**src/rtl/alu_arb_pkg.sv**
```systemverilog
// Shared constants and types for the alu_arbiter slice.
package alu_arb_pkg;

   localparam int ALU_CTRL_W = 4;

   localparam logic [ALU_CTRL_W-1:0] ALU_ADD = 4'b0000;
   localparam logic [ALU_CTRL_W-1:0] ALU_SUB = 4'b0001;
   localparam logic [ALU_CTRL_W-1:0] ALU_SLL = 4'b0010;
   localparam logic [ALU_CTRL_W-1:0] ALU_SRL = 4'b0011;
   localparam logic [ALU_CTRL_W-1:0] ALU_SRA = 4'b0100;
   localparam logic [ALU_CTRL_W-1:0] ALU_AND = 4'b0101;
   localparam logic [ALU_CTRL_W-1:0] ALU_OR  = 4'b0110;
   localparam logic [ALU_CTRL_W-1:0] ALU_XOR = 4'b0111;

   typedef enum logic {
      RSP_EMPTY = 1'b0,
      RSP_FULL  = 1'b1
   } rsp_state_t;

endpackage

```
**src/rtl/alu_arbiter_rr.sv**
```systemverilog
// Round-robin arbiter: grants the first request at or after ptr, with wrap.
module rr_arbiter #(
   parameter int NUM_REQ = 2,
   parameter int ID_W    = $clog2(NUM_REQ)
) (
   input  logic               clk,
   input  logic               rst,
   input  logic [NUM_REQ-1:0] req,
   input  logic               en,
   output logic [NUM_REQ-1:0] grant,
   output logic [ID_W-1:0]    grant_idx,
   output logic [ID_W-1:0]    ptr
);

   int unsigned idx;
   logic        found;

   always_comb begin
      grant     = '0;
      grant_idx = '0;
      found     = 1'b0;
      idx       = 0;
      if (en) begin
         for (int unsigned i = 0; i < NUM_REQ; i++) begin
            idx = (32'(ptr) + i) % NUM_REQ;
            if (!found && req[idx]) begin
               found      = 1'b1;
               grant[idx] = 1'b1;
               grant_idx  = ID_W'(idx);
            end
         end
      end
   end

   always_ff @(posedge clk) begin
      if (rst) begin
         ptr <= '0;
      end else if (|grant) begin
         ptr <= (grant_idx == ID_W'(NUM_REQ - 1)) ? '0 : grant_idx + 1'b1;
      end
   end

endmodule

```
**src/rtl/alu_arbiter.sv**
```systemverilog
// Shares one external ALU between NUM_REQ requesters; one-entry response register.
// Optional perf counters (grant_cnt, stall_cnt) when ALU_ARB_PERF_EN is defined.
module alu_arbiter
   import alu_arb_pkg::*;
#(
   parameter int NUM_REQ = 2,
   parameter int DATA_W  = 64,
   parameter int ID_W    = $clog2(NUM_REQ)
) (
   input  logic                         clk,
   input  logic                         rst,
   input  logic [NUM_REQ-1:0]           req_valid,
   output logic [NUM_REQ-1:0]           req_ready,
   input  logic [NUM_REQ*DATA_W-1:0]    req_a,
   input  logic [NUM_REQ*DATA_W-1:0]    req_b,
   input  logic [NUM_REQ*ALU_CTRL_W-1:0] req_ctrl,
   output logic [DATA_W-1:0]            alu_a,
   output logic [DATA_W-1:0]            alu_b,
   output logic [ALU_CTRL_W-1:0]        alu_control,
   input  logic [DATA_W-1:0]            alu_result,
   input  logic                         alu_zero,
   output logic                         rsp_valid,
   input  logic                         rsp_ready,
   output logic [ID_W-1:0]              rsp_id,
   output logic [DATA_W-1:0]            rsp_result,
   output logic                         rsp_zero
`ifdef ALU_ARB_PERF_EN
   ,
   output logic [NUM_REQ*32-1:0]        grant_cnt,
   output logic [31:0]                  stall_cnt
`endif
);

   rsp_state_t         state, state_nxt;
   logic [NUM_REQ-1:0] grant;
   logic [ID_W-1:0]    grant_idx;
   logic [ID_W-1:0]    ptr;
   logic [ID_W-1:0]    sel;
   logic               can_issue;
   logic               granted;

   assign rsp_valid = (state == RSP_FULL);
   assign can_issue = !rsp_valid || rsp_ready;
   assign granted   = |grant;
   assign req_ready = grant;

   // Gating with rst keeps req_ready low while reset is held.
   rr_arbiter #(
      .NUM_REQ(NUM_REQ),
      .ID_W   (ID_W)
   ) u_rr (
      .clk      (clk),
      .rst      (rst),
      .req      (req_valid),
      .en       (can_issue && !rst),
      .grant    (grant),
      .grant_idx(grant_idx),
      .ptr      (ptr)
   );

   assign sel         = granted ? grant_idx : ptr;
   assign alu_a       = req_a[sel*DATA_W +: DATA_W];
   assign alu_b       = req_b[sel*DATA_W +: DATA_W];
   assign alu_control = granted ? req_ctrl[sel*ALU_CTRL_W +: ALU_CTRL_W] : ALU_ADD;

   always_ff @(posedge clk) begin
      if (rst) state <= RSP_EMPTY;
      else     state <= state_nxt;
   end

   always_comb begin
      state_nxt = state;
      case (state)
         RSP_EMPTY: if (granted) state_nxt = RSP_FULL;
         RSP_FULL:  if (!granted && rsp_ready) state_nxt = RSP_EMPTY;
         default:   state_nxt = RSP_EMPTY;
      endcase
   end

   always_ff @(posedge clk) begin
      if (rst) begin
         rsp_id     <= '0;
         rsp_result <= '0;
         rsp_zero   <= 1'b0;
      end else if (granted) begin
         rsp_id     <= grant_idx;
         rsp_result <= alu_result;
         rsp_zero   <= alu_zero;
      end
   end

`ifdef ALU_ARB_PERF_EN
   always_ff @(posedge clk) begin
      if (rst) begin
         grant_cnt <= '0;
         stall_cnt <= '0;
      end else begin
         for (int unsigned i = 0; i < NUM_REQ; i++) begin
            if (grant[i]) grant_cnt[i*32 +: 32] <= grant_cnt[i*32 +: 32] + 32'd1;
         end
         if (rsp_valid && !rsp_ready) stall_cnt <= stall_cnt + 32'd1;
      end
   end
`else
   // No perf counters in this build.
`endif

endmodule
```
**config.mk**
```make
export PLATFORM = sky130hd
export DESIGN_NAME = alu_arbiter
export DESIGN_NICKNAME = d
export VERILOG_FILES = /design/src/rtl/alu_arb_pkg.sv /design/src/rtl/alu_arbiter_rr.sv /design/src/rtl/alu_arbiter.sv
export SDC_FILE = /design/constraint.sdc
export NUM_CORES = 1
export LEC_CHECK = 0
export CORE_AREA = 2 2 207 209
export CTS_BUF_LIST = sky130_fd_sc_hd__clkbuf_2
export CTS_CLUSTER_DIAMETER = 120
export DETAILED_ROUTE_END_ITERATION = 8
export DIE_AREA = 0 0 209 211
export HOLD_SLACK_MARGIN = 0.12
export PLACE_DENSITY = 0.38
export REMOVE_ABC_BUFFERS = 1
export SLEW_MARGIN = 10
export SYNTH_ARGS = -nofsm -noshare
export SYNTH_HDL_FRONTEND = slang
export SYNTH_SLANG_ARGS = --single-unit
```
**constraint.sdc**
```tcl
create_clock -name clk -period 2.4 [get_ports clk]
set_clock_uncertainty 0.1 [all_clocks]
set_input_delay 0.48 -clock clk [delete_from_list [all_inputs] [get_ports clk]]
set_output_delay 0.48 -clock clk [all_outputs]
set_load 0.02 [all_outputs]
```
==> results by group, run 1 <==
Outcome
  • Status: finished, violations left
  • Failing checks: setup timing

STA
  • Crit share post-route: 1.33
  • Period minus WS final: 3.18 ns
  • FMAX: 0.314 GHz
  • RSZ-0062 raised after global routing: true
  • Max-slew violation count: 0
  • Setup ws final: -0.781 ns
  • Hold WS: 0.307 ns
  • Endpoints failing hold: 0
  • Post-route setup TNS: -84.27 ns
  • Worst relative slew slack: 0.407
  • Worst-Margin Slew: 0.890 ns
  • Final setup fails: 134

Critical path
  • CP Capture Type: output port
  • Critical-path maximum fanout: 17
  • Worst R2R Start: rsp_valid$_SDFF_PP0_
  • Worst Path Required: 1.82 ns
  • Arrival time at the worst endpoint: 2.60 ns
  • Startpoint Class: primary input
  • CP startpoint: rsp_ready
  • Critical path type: in2out

Detailed routing
  • 1st-pass router iterations: 5
  • Wire per inst: 20.3 um
  • Drc violations: 0
  • DRT Wirelength: 31500 um
  • Vias/cell: 3.52
  • Routed via count: 5458
  • Final ANT Viol Nets: 0
  • DRT iter0 DRCs: 157

GRT
  • Pin count of the biggest net entering global routing: 72
  • Grt ovf: 0
  • Initial antenna violation count: 16
  • Global-route wire length before repair: 42400 um
  • Vias in the first global route: 5573
  • GRT Total Usage: 0.136

Clocking
  • Sinks on Clock Net: 68
  • # H-tree levels: 3
  • Clock Path Buffers: 2
  • Root Driver: clkbuf_2
  • Clock-pin slew on the worst setup and hold paths: 0.27 ns
  • Clock Latency Late Sink: 0.55 ns
  • CTS Buf Count: 9
  • CTS tree: done

Synth
  • Top FF cell, synth: dfxtp_1
  • Count leader, synth: nand2_1
  • Synth Area in Adders: 0
  • Yosys cell types: 23
  • Synthesized area: 4520 um^2
  • Syn Area/Cell: 9.90 um^2
  • Synth top area share: 0.338
  • Synth Area in XOR/XNOR: 0
  • Post-synth top cells: nand2_1, mux2_4, a21oi_1, dfxtp_1, mux2_2
  • Synth Instances: 457
  • Synth warn: 0
  • Mux cell area share after synthesis: 0.403
  • Synth Area in Simple Gates: 0.125
  • Largest family of logic cells by synthesized area: multiplexers
  • Async set or reset register ratio after synthesis: 0
  • #FFs+latches synth: 68
  • Top cells by area, synth: mux2_4, dfxtp_1, nand2_1, a21oi_1, mux2_2
  • Synth Area in Compound Gates: 0.0910
  • Register area share after synthesis: 0.301
  • Post-synth EDFFs: 0
  • Area leader, netlist: mux2_4

Worst hold path
  • Hold Crit Start: alu_result[2]
  • Hold crit path type: in2reg

Die
  • Core region area: 41800 um^2
  • Die Ht: 211 um
  • Initial Util: 0.108
  • Die footprint: 44100 um^2
  • DIE WIDTH: 209 um
  • Ports: 535
  • Row cnt: 75

Power and ir drop
  • Worst-case vdd ir drop: 0.196 mV
  • PwrDens: 399 nW/um^2
  • Lkg Pwr: 4.44 nW

Placed design
  • Place WS: -1.27 ns
  • Global placer's final weighted congestion: 0.857
  • Port Buffers: 534
  • Placed wire-length estimate: 27100 um

Finish
  • Layout area overhead: 134%
  • Nets@finish: 1336
  • Post-layout util: 0.253
  • Share of layout cells above drive strength 1: 0.254

Flow run
  • Maximum Capacitance Violations: 0
==> cells in the final DEF, fill, tap and decap left out, types with 2 or more instances in the layout <==
master           Yosys  routed
a21oi_1             68      68
a22oi_1              4       4
and2_1               2       2
buf_12              11      12
buf_2               12      20
buf_4                0      31
buf_6                2      22
clkbuf_2             0      20
clkdlybuf4s15_2      0      10
clkdlybuf4s50_1      0     400
clkinvlp_4           0       2
dfxtp_1             68      67
diode_2              0       6
dlygate4sd2_1        0      64
inv_1                2       2
inv_6                0       3
mux2_2              26      23
mux2_4             102     105
nand2_1            130     130
nor2_1               9       9
==> critical path, cell delays in order <==
cell	delay (ns)
clkdlybuf4s50_1	0.51
nor2b_4	0.08
o31a_1	0.27
o21ai_4	0.15
buf_12	0.19
buf_12	0.20
mux2_2	0.34
dlygate4sd2_1	0.33
==> layout make-up <==
cell class	instances	area [um^2]
Antenna cell	6	15.0
Clock buffer	9	45.0
Clock inverter	7	82.6
Fill cell	4540	31200
Inverter	2	7.51
Multi-Input combinational cell	351	2830
Sequential cell	68	1360
Tap cell	539	674
Timing Repair Buffer	570	5550
==> worst paths after layout <==
path	slack (ns)	cells past startpoint	end
worst min register to register	0.37	2	rsp_result[59]$_SDFFE_PP0P_
worst max-delay path	-0.78	8	alu_b[33]
worst min-delay path	0.31	3	rsp_result[2]$_SDFFE_PP0P_
worst max register to register	0.54	6	rsp_result[55]$_SDFFE_PP0P_
==> stage by stage <==
stage / instances / area (um^2) / total power [mW]
after floorplan: 421 / 4170 / 2.27
after global placement: 1528 / 10600 / 3.59
after detailed placement: 1528 / 10600 / 3.59
after CTS: 1546 / 10600 / 4.31
after global routing: 1550 / 10600 / 4.45
final: 1552 / 10600 / 4.22
==> routing by layer <==
| layer | vias up | routed length (um) | global-route usage |
|---|---|---|---|
| met1 | 2476 | 12100 | 0.149 |
| met4 | 12 | 600 | 0.0392 |
| met3 | 41 | 3000 | 0.0572 |
| li1 | 2656 | - | - |
| met2 | 273 | 15700 | 0.240 |
| met5 | - | 77 | 0 |
==> logic make-up (layout without fill, tap and decap cells) <==
logic type	after synthesis	in the layout
other	0	6
AO/OA/AOI/OAI	77	77
buffers and inverters	38	588
multiplexers	128	128
AND/OR/NAND/NOR	146	146
flip-flops	68	68
==> where the power goes <==
| part | leakage, nW | switching [mW] | internal (mW) |
|---|---|---|---|
| clock network | 0.0715 | 0.525 | 0.258 |
| logic | 3.81 | 0.949 | 1.25 |
| registers | 0.559 | 0.0337 | 1.20 |
| total | 4.44 | 1.51 | 2.71 |
==> repair_timing <==
action                                  4_1_cts  5_1_grt
hold buffers                                  0        0
buffers inserted                              2        0
endpoints found under the setup margin      134      134
gates resized for setup                     237       74
endpoints found under the hold margin         0        0
==> flip-flops by register name (all words and copies together) (netlist names) <==
register,cells
rsp_zero,1
rsp_id,1
u_rr.ptr,1
rsp_valid,1
rsp_result,64
Power figures use the tool's default switching activity.
==> inputs of run 2 (changes only) <==
--- a/config.mk
+++ b/config.mk
@@ -13,7 +13,7 @@
 export HOLD_SLACK_MARGIN = 0.12
 export PLACE_DENSITY = 0.38
 export REMOVE_ABC_BUFFERS = 1
-export SLEW_MARGIN = 10
+export SLEW_MARGIN = 20
 export SYNTH_ARGS = -nofsm -noshare
 export SYNTH_HDL_FRONTEND = slang
 export SYNTH_SLANG_ARGS = --single-unit
==> results of run 2 <==
Same layout as run 1: the final DEF is identical, and so are final timing and power.
